File: config.mk
export PLATFORM = sky130hd
export DESIGN_NAME = rca_adder_10
export DESIGN_NICKNAME = d
export VERILOG_FILES = /design/src/rtl/alu_pkg.sv /design/src/rtl/full_adder.sv /design/src/rtl/rca_adder_10.sv
export SDC_FILE = /design/constraint.sdc
export NUM_CORES = 1
export LEC_CHECK = 0
export BUFFER_PORTS_ARGS = -buffer_cell sky130_fd_sc_hd__buf_2
export CORE_MARGIN = 5
export CORE_UTILIZATION = 40
export CTS_BUF_LIST = sky130_fd_sc_hd__clkbuf_16
export CTS_CLUSTER_SIZE = 16
export DETAILED_ROUTE_END_ITERATION = 8
export PLACE_DENSITY = 0.73
export SLEW_MARGIN = 10
export SYNTH_ARGS = -nofsm -noshare
export SYNTH_HDL_FRONTEND = slang
export SYNTH_HIERARCHICAL = 1
export SYNTH_SLANG_ARGS = --single-unit
File: constraint.sdc
create_clock -name clk -period 0.8 [get_ports clk]
set_input_delay 0.2 -clock clk [delete_from_list [all_inputs] [get_ports clk]]
set_output_delay 0.2 -clock clk [all_outputs]
set_load 0.05 [all_outputs]
File: src/rtl/alu_pkg.sv
// Shared definitions for the 10-bit ALU datapath.
// ALU_WIDTH is the default operand width for the arithmetic core;
// alu_word_t is the matching operand/result word type.
package alu_pkg;

    localparam int ALU_WIDTH = 10;

    typedef logic [ALU_WIDTH-1:0] alu_word_t;

endpackage : alu_pkg

File: src/rtl/full_adder.sv
// Single-bit full-adder cell: the building block of the ripple-carry chain.
// Purely combinational; the carry out feeds the next more-significant cell.
module full_adder (
    input  logic a,
    input  logic b,
    input  logic ci,
    output logic s,
    output logic co
);

    logic p_w;

    // Propagate term is shared by the sum and carry equations.
    always_comb begin
        p_w = a ^ b;
        s   = p_w ^ ci;
        co  = (a & b) | (ci & p_w);
    end

endmodule : full_adder

File: src/rtl/rca_adder_10.sv
// Registered WIDTH-bit ripple-carry adder: {cout,sum} = A + B + cin,
// one pipeline stage. Subtraction is done by the caller as A + ~B + 1.
// The carry ripples through WIDTH chained full_adder cells (no lookahead).
// Optional feature macro: RCA_ADDER_OVF_EN adds a registered signed-overflow
// output ovf = c[WIDTH] ^ c[WIDTH-1].
module rca_adder_10
    import alu_pkg::*;
#(
    parameter int WIDTH = ALU_WIDTH
) (
    input  logic             clk,
    input  logic             rst,
    input  logic             in_valid,
    input  logic [WIDTH-1:0] A,
    input  logic [WIDTH-1:0] B,
    input  logic             cin,
    output logic             out_valid,
    output logic [WIDTH-1:0] sum,
    output logic             cout
`ifdef RCA_ADDER_OVF_EN
    ,
    output logic             ovf
`endif
);

    // Carry vector: c[0] is the carry in, c[WIDTH] the carry out of the MSB.
    logic [WIDTH:0]   c;
    logic [WIDTH-1:0] s_w;

    logic [WIDTH-1:0] sum_d;
    logic [WIDTH-1:0] sum_q;
    logic             cout_d;
    logic             cout_q;
    logic             valid_d;
    logic             valid_q;
`ifdef RCA_ADDER_OVF_EN
    logic             ovf_d;
    logic             ovf_q;
`endif

    assign c[0] = cin;

    // Ripple chain, LSB to MSB; each cell consumes the previous cell's carry.
    generate
        for (genvar gi = 0; gi < WIDTH; gi++) begin : g_fa
            full_adder u_fa (
                .a  (A[gi]),
                .b  (B[gi]),
                .ci (c[gi]),
                .s  (s_w[gi]),
                .co (c[gi+1])
            );
        end
    endgenerate

    // Next-state: capture a new result on accepted input, otherwise hold it;
    // out_valid simply follows in_valid one cycle later.
    always_comb begin
        sum_d   = sum_q;
        cout_d  = cout_q;
        valid_d = in_valid;
`ifdef RCA_ADDER_OVF_EN
        ovf_d   = ovf_q;
`endif
        if (in_valid) begin
            sum_d  = s_w;
            cout_d = c[WIDTH];
`ifdef RCA_ADDER_OVF_EN
            // Signed overflow: carry into the sign bit differs from carry out.
            ovf_d  = c[WIDTH] ^ c[WIDTH-1];
`endif
        end
    end

    // Output register stage; reset clears results immediately and discards
    // any pending result.
    always_ff @(posedge clk or posedge rst) begin
        if (rst) begin
            sum_q   <= '0;
            cout_q  <= 1'b0;
            valid_q <= 1'b0;
`ifdef RCA_ADDER_OVF_EN
            ovf_q   <= 1'b0;
`endif
        end else begin
            sum_q   <= sum_d;
            cout_q  <= cout_d;
            valid_q <= valid_d;
`ifdef RCA_ADDER_OVF_EN
            ovf_q   <= ovf_d;
`endif
        end
    end

    assign sum       = sum_q;
    assign cout      = cout_q;
    assign out_valid = valid_q;
`ifdef RCA_ADDER_OVF_EN
    assign ovf       = ovf_q;
`endif

endmodule : rca_adder_10

==> results_dict.tcl, run 1 <==
set metrics [dict create \
    grt_use_met1_pct 15.7 \
    dieArea_um2 2610 \
    chipHeight_um 51.1 \
    p_per_area_nw_per_um2 2740 \
    vdd_drop_max_mv 1.55 \
    wl_per_cell_um 14.6 \
    io_pins 36 \
    start_util_pct 43.4 \
    port_buffers 35 \
    finalMaxSlewViolations 0 \
    ys_ff_latch 12 \
    relSlewSlack_pct 70.4 \
    swShare_pct 33.8 \
    avgSynthCellArea_um2 19.3 \
    hold_violations 12 \
    grt-busiest-layer "met2" \
    yosysTopAreaCell "dfrtp_1" \
    layout-drive-gt1-share_pct 93.5 \
    rsz0062_at_grt "true" \
    cts.sinks 12 \
    grt_pass1_wl_mm 2.33 \
    critPathBufInv 1 \
    drt-total-wl_mm 1.36 \
    drt_first_pass_iters 3 \
    grt_pass1_vias 537 \
    post-route-period-util_pct 503 \
    path_class "input pin to flip-flop" \
    synth_top_area_share_pct 44.4 \
    placed_area_um2 925 \
    layout.nets 112 \
    detail-route-antenna-nets 0 \
    synth.area.top_cells "dfrtp_1, fa_1, mux2_4" \
    cts_tree "yes" \
    yosysSeqAreaShare_pct 44.4 \
    avgViaCountPerCell 4.71 \
    failed_checks "negative hold slack, negative setup slack" \
    hp-class "input pin to asynchronous set/reset pin" \
    max_stage_delay_ns 0.41 \
    final_cell_mix "buf_2, mux2_4, buf_6, fa_2, dfrtp_2" \
    antenna_found_initial 0 \
    maxCapViolations 0 \
    design_area_um2 1110 \
    root_buffer "clkbuf_16" \
    p_leak_nw 0.526 \
    grt_max_degree 13 \
    fin_ws_ns -3.23 \
    areaGrowthSynthToFinish_pct 64.1 \
    rows 14 \
    cts_buffer_depth 2 \
    crit_family "adder cells" \
    clkPwrFrac_pct 29.3 \
    seqPwrFrac_pct 28.4 \
    crit_fanout 1 \
    worst_slew_pin_slew_ns 0.443 \
    whs_ns -0.0399 \
    drc 0 \
    clk_latency_ns 0.23 \
    synth.distinct_cells 6 \
    total_power_mw 3.05 \
    vias 438 \
    grt_use_met3_pct 4.94 \
    drtIter0Drc 2 \
    syn_nets 69 \
    p_int_mw 2.02 \
    p_comb_share_pct 42.3 \
    fin_crit_ns 4.03 \
    setup_viol 23 \
    cp_slowest_cell "fa_2" \
    cts_buffers 3 \
    met2_usage_pct 18.2 \
    max_freq_mhz 248 \
    gp_congestion 0.674 \
    ctsHtreeMaxLevel 1 \
    synthesis.area_um2 677 \
    dp_hpwl_mm 1.16 \
    finalClockSkew_ns 0 \
    cts.reportedPaths.clkPinSlew_ns 0.04 \
    core_um2 1560 \
    path_cells "buf_6, fa_2, fa_2, fa_2, fa_2, fa_2, fa_2, fa_2, fa_2, fa_2, fa_2, mux2_4" \
    worst_ep_arrival_time_ns 4.14 \
    synthCells 35 \
    outcome "finished with violations" \
    crit_required_ns 0.92 \
    diodes 0 \
    cp-end-kind "flip-flop" \
    start_kind "input pin" \
    cp_common_cell "fa_2" \
    track_usage_pct 12.3 \
    fp.dieW_um 51.1 \
    ys_warn_count 6 \
    final_common_cell "buf_2" \
    post-route-util_pct 71.3 \
    grt-ovfl-total 0 \
    power_switching_mw 1.03 \
]
kinds of logic (layout without fill, tap and decap cells):
logic type / count (synthesis) / count (layout) / share of synthesized area [%]
flops: 12 / 12 / 44.4
fa+ha+maj: 10 / 10 / 29.6
mux: 11 / 11 / 23.8
buf+inv: 2 / 44 / 2.22
registers in the layout, indices dropped and copies added, names as in the netlist:
register,flops
sum,10
cout,1
out_valid,1
routing by layer:
metal / vias to the layer above / wire [um]
li1: 199 / -
met1: 215 / 555
met2: 22 / 678
met3: 2 / 109
met4: 0 / 14
met5: - / 0
area by class of cell:
| class | instances | area (um2) |
|---|---|---|
| multi-input cells | 21 | 390 |
| flip-flops and latches | 12 | 312 |
| clock buffers | 3 | 75.1 |
| clock inverters | 1 | 3.75 |
| inverters | 1 | 3.75 |
| well taps | 16 | 20.0 |
| fillers | 102 | 448 |
| repair buffers | 39 | 307 |
per-stage QoR:
step / cells / TNS [ns] / setup slack, ns
after global routing: 93 / -22.97 / -3.33
after detailed placement: 87 / -22.90 / -3.52
after CTS: 93 / -22.21 / -3.25
after floorplan: 35 / -20.81 / -3.29
final: 93 / -21.98 / -3.23
after global placement: 87 / -22.58 / -3.48
synthesized netlist by cell type:
cell type and n:
dfrtp_1 12, mux2_2 1, fa_1 10, buf_6 1, mux2_4 10, inv_1 1
worst paths after layout:
kind,startpoint,end,slack (ns),cells after the start
max,A[0],sum[9],-3.23,12
min,rst,sum[7],-0.04,2
max reg2reg,sum[8],sum[8],-0.13,2
min reg2reg,cout,cout,0.52,1
max in group asynchronous,rst,cout,0.51,2
min in group clk,in_valid,out_valid,0.14,1
what timing repair did:
action,in CTS,in global routing
endpoints found under the setup margin,23,23
endpoints found under the hold margin,12,0
setup buffers,2,0
resized for setup,28,0
pin swaps,0,0
power by group through the flow:
stage          clock, mW  sequential [mW]  combinational (mW)
2_1_floorplan          0             1.31               0.304
3_3_place_gp           0            0.837                1.05
3_5_place_dp           0            0.836                1.07
4_1_cts            0.902            0.869                1.31
5_1_grt            0.951            0.888                1.36
6_report           0.892            0.866                1.29
(Power assumes the default switching activity.)
==> inputs of run 2 (changes only) <==
- PLACE_DENSITY: 0.73 -> not set
- PLACE_DENSITY_LB_ADDON: not set -> 0.12
==> run 2 against run 1 <==
Net effect:
- the run ends with negative setup slack left
- combinational power hardly changed
- non-clock buffer count rose by 2
- via count is 2.3% higher
- die area did not move
- total power rose by 0.68%
- clock power is 2.9% higher
- core utilization increased by 1.4 points
- count of clock-buffer cells in the layout did not move
- global-route usage is 0.41 points higher
- first-iteration DRC count stayed put
- largest cell class unchanged
- highest routed layer unchanged
==> results_dict.tcl, run 2 (same netlist as run 1, synthesis figures left out) <==
set metrics [dict create \
    vdd_drop_max_mv 1.94 \
    crit_fanout 1 \
    grt_pass1_vias 540 \
    root_buffer "clkbuf_16" \
    gp_congestion 0.649 \
    grt_pass1_wl_mm 2.34 \
    hold_violations 0 \
    final_common_cell "buf_2" \
    dp_hpwl_mm 1.13 \
    fin_crit_ns 4.03 \
    avgViaCountPerCell 4.72 \
    maxCapViolations 0 \
    p_per_area_nw_per_um2 2710 \
    relSlewSlack_pct 89.5 \
    crit_family "adder cells" \
    post-route-util_pct 72.7 \
    whs_ns 0.293 \
    met1_length_um 518 \
    path_class "input pin to flip-flop" \
    start_util_pct 43.4 \
    finalMaxSlewViolations 0 \
    largest_reg_flops 10 \
    areaGrowthSynthToFinish_pct 67.5 \
    placed_area_um2 945 \
    place_ws_ns -3.51 \
    port_buffers 35 \
    num-fill-cells 105 \
    vias 448 \
    outcome "finished with violations" \
    diodes 0 \
    rows 14 \
    cp-end-kind "flip-flop" \
    antenna_found_initial 0 \
    worst_slew_pin_slew_ns 0.157 \
    clk_latency_ns 0.24 \
    finalClockSkew_ns 0 \
    grt-ovfl-total 0 \
    layout-drive-gt1-share_pct 92.4 \
    layoutNonFillerInstCount 95 \
    dp_cells 88 \
    cts.sinks 12 \
    drc 0 \
    cp_common_cell "fa_2" \
    setup_viol 23 \
    core_um2 1560 \
    post-route-period-util_pct 503 \
    drtIter0Drc 2 \
    fp.dieW_um 51.1 \
    start_kind "input pin" \
    total_power_mw 3.07 \
    cts_tree "yes" \
    grt_max_degree 13 \
    failed_checks "negative setup slack" \
    final_cell_mix "buf_2, buf_6, mux2_4, fa_2, dfrtp_2" \
    dr_wl_met3_um 143 \
    cts_buffer_depth 2 \
    critPathBufInv 1 \
    io_pins 36 \
    ctsHtreeMaxLevel 1 \
    max_stage_delay_ns 0.41 \
    dieArea_um2 2610 \
    top_layer_used "met4" \
    cts_buffers 3 \
    design_area_um2 1130 \
    wl_met2_um 732 \
    wl_per_cell_um 14.8 \
    chipHeight_um 51.1 \
    drt-total-wl_mm 1.41 \
    path_cells "buf_6, fa_2, fa_2, fa_2, fa_2, fa_2, fa_2, fa_2, fa_2, fa_2, fa_2, mux2_4" \
    cp_slowest_cell "fa_2" \
    rsz0062_at_grt "true" \
    hp-class "input pin to flip-flop" \
    p_leak_nw 0.533 \
    layout.nets 114 \
    track_usage_pct 12.7 \
    crit_required_ns 0.93 \
    fin_ws_ns -3.23 \
    worst_ep_arrival_time_ns 4.15 \
    cts.reportedPaths.clkPinSlew_ns 0.05 \
    drt_first_pass_iters 2 \
    max_freq_mhz 248 \
    detail-route-antenna-nets 0 \
    tns_ns -22.03 \
]
run 2: cell count changes in the layout (fill, tap and decap cells not counted), sizes merged:
| cell | before | now |
|---|---|---|
| buf | 39 | 40 |
| clkinv | 0 | 1 |
| dlygate4sd3 | 0 | 1 |
| inv | 2 | 1 |
run 2: path summary, 6_finish.rpt:
path | slack, ns | from | end | cells after the start
min in group asynchronous | 0.49 | rst | sum[9] | 4
max | -3.23 | A[0] | sum[9] | 12
min | 0.29 | in_valid | out_valid | 2
max reg2reg | -0.09 | sum[9] | sum[9] | 2
max in group asynchronous | 0.13 | rst | sum[7] | 4
min reg2reg | 0.53 | sum[0] | sum[0] | 1
run 2: repair_timing:
| action | in CTS | in global routing |
|---|---|---|
| endpoints found under the hold margin | 12 | 0 |
| endpoints found under the setup margin | 23 | 23 |
| setup buffers | 2 | 0 |
| hold buffers | 1 | 0 |
| gates resized for setup | 26 | 0 |
run 2: final cells by class:
class                   count  area, um2  area share [%]
repair buffers             41        329            29.0
inverters                   1       3.75           0.331
well taps                  16       20.0            1.77
multi-input cells          21        390            34.4
clock buffers               3       75.1            6.62
clock inverters             1       3.75           0.331
flip-flops and latches     12        312            27.5
run 2: metal layers:
metal,GRT usage [%],vias to the layer above
met5,0,-
met4,6.73,0
met3,5.52,2
met2,21.0,24
met1,13.6,219
li1,-,203
run 2: power by group:
group	switching, mW	internal (mW)	leakage, nW
Sequential	0.102	0.762	0.131
Clock	0.260	0.658	0.0385
Combinational	0.692	0.594	0.363
Total	1.05	2.01	0.533
==> inputs of run 3 (changes only) <==
- BUFFER_PORTS_ARGS: -buffer_cell sky130_fd_sc_hd__buf_2 -> not set
- DONT_BUFFER_PORTS: not set -> 1
==> run 3 against run 2 <==
Net effect:
- the flow still finishes with violations (negative setup slack)
- sequential power is essentially flat
- critical path depth decreased by 1
- worst setup slack improved by 0.048 ns
- flip-flop and latch count unchanged
- non-clock buffer count is 24 lower
- global-route usage is 0.87 points higher
- routed wire length is 12% higher
- largest power group unchanged
- highest routed layer is now met3
==> results_dict.tcl, run 3 (same netlist as run 1, synthesis figures left out) <==
set metrics [dict create \
    outcome "finished with violations" \
    failed_checks "negative setup slack" \
    relSlewSlack_pct 82.0 \
    path_class "input pin to flip-flop" \
    fp.dieW_um 51.1 \
    worst_ep_arrival_time_ns 4.10 \
    dieArea_um2 2610 \
    root_buffer "clkbuf_16" \
    ctsHtreeMaxLevel 1 \
    io_pins 36 \
    p_leak_nw 0.425 \
    drtIter0Drc 5 \
    finalMaxSlewViolations 0 \
    drt_first_pass_iters 2 \
    chipHeight_um 51.1 \
    track_usage_pct 13.5 \
    gp_congestion 0.663 \
    worst_slew_pin_slew_ns 0.269 \
    grt_pass1_vias 483 \
    drc 0 \
    cts_buffer_depth 2 \
    cts_buffers 3 \
    fin_crit_ns 3.98 \
    maxCapViolations 0 \
    layout-drive-gt1-share_pct 89.1 \
    hp-class "input pin to flip-flop" \
    place_ws_ns -3.43 \
    vdd_drop_max_mv 1.66 \
    drt-total-wl_mm 1.58 \
    p_per_area_nw_per_um2 3010 \
    dp_hpwl_mm 1.21 \
    hold_violations 0 \
    rows 14 \
    top_layer_used "met3" \
    crit_required_ns 0.92 \
    grt_max_degree 13 \
    cp-end-kind "flip-flop" \
    final_common_cell "mux2_4" \
    areaGrowthSynthToFinish_pct 47.5 \
    cts.sinks 12 \
    design_area_um2 998 \
    wl_per_cell_um 22.2 \
    cts.reportedPaths.clkPinSlew_ns 0.05 \
    port_buffers 0 \
    met1_length_um 547 \
    rsz0062_at_grt "true" \
    start_util_pct 43.4 \
    vias 369 \
    cts_tree "yes" \
    crit_fanout 1 \
    wl_met2_um 886 \
    dr_wl_met3_um 144 \
    max_freq_mhz 251 \
    antenna_found_initial 0 \
    grt_pass1_wl_mm 2.44 \
    layout.nets 90 \
    grt-ovfl-total 0 \
    ff2ff_setup_slack_ns -0.12 \
    fin_ws_ns -3.18 \
    placed_area_um2 825 \
    avgViaCountPerCell 5.20 \
    post-route-period-util_pct 497 \
    setup_viol 22 \
    diodes 0 \
    final_cell_mix "mux2_4, fa_2, buf_6, dfrtp_2" \
    finalClockSkew_ns 0 \
    clk_latency_ns 0.24 \
    detail-route-antenna-nets 0 \
    start_kind "input pin" \
    core_um2 1560 \
    largest_reg_flops 10 \
]
[run 3: repair_timing]
item                                   in CTS  in global routing
hold buffers                                2                  0
resized for setup                          13                  1
buffers inserted                            3                  0
endpoints found under the hold margin      13                  0
setup endpoints to repair                  22                 35
[run 3: through the flow]
stage | std cells | setup TNS [ns] | hold slack (ns) | utilization, % | total power, mW
floorplan | 35 | -20.81 | 0.0641 | - | 1.62
global placement | 62 | -21.34 | 0.113 | 52.9 | 1.88
detailed placement | 62 | -21.66 | 0.125 | 52.9 | 1.91
CTS | 71 | -21.29 | 0.120 | 63.8 | 3.03
global route | 71 | -22.06 | 0.118 | 64.0 | 3.12
finish | 71 | -21.24 | 0.121 | 64.0 | 3.01
[run 3: layout make-up]
class | count | area, um2
clock inverters | 1 | 3.75
clock buffers | 3 | 75.1
flip-flops and latches | 12 | 312
multi-input cells | 21 | 390
repair buffers | 17 | 190
well taps | 16 | 20.0
inverters | 1 | 7.51
fillers | 119 | 561
[run 3: final timing paths]
kind,from,endpoint,cells after the start
setup / recovery,A[0],sum[9],11
hold / removal,in_valid,sum[8],1
setup reg to reg,sum[8],sum[8],2
hold reg to reg,sum[0],sum[0],1
max in group asynchronous,rst,sum[4],2
min in group asynchronous,rst,sum[9],2
[run 3: critical path, cell delays in order]
cell	delay [ns]
fa_2	0.38
fa_2	0.37
fa_2	0.35
fa_2	0.35
fa_2	0.35
fa_2	0.35
fa_2	0.35
fa_2	0.37
fa_2	0.35
fa_2	0.41
mux2_4	0.27
[run 3: power breakdown]
part	internal [mW]	total [mW]	switching, mW
clock	0.658	0.914	0.257
combinational	0.566	1.23	0.662
sequential	0.762	0.867	0.105
total	1.99	3.01	1.02
[run 3: routing by layer]
| metal | GRT usage, % | vias to the layer above |
|---|---|---|
| li1 | - | 155 |
| met1 | 12.5 | 192 |
| met2 | 26.0 | 22 |
| met3 | 5.52 | 0 |
| met4 | 5.38 | 0 |
| met5 | 0 | - |
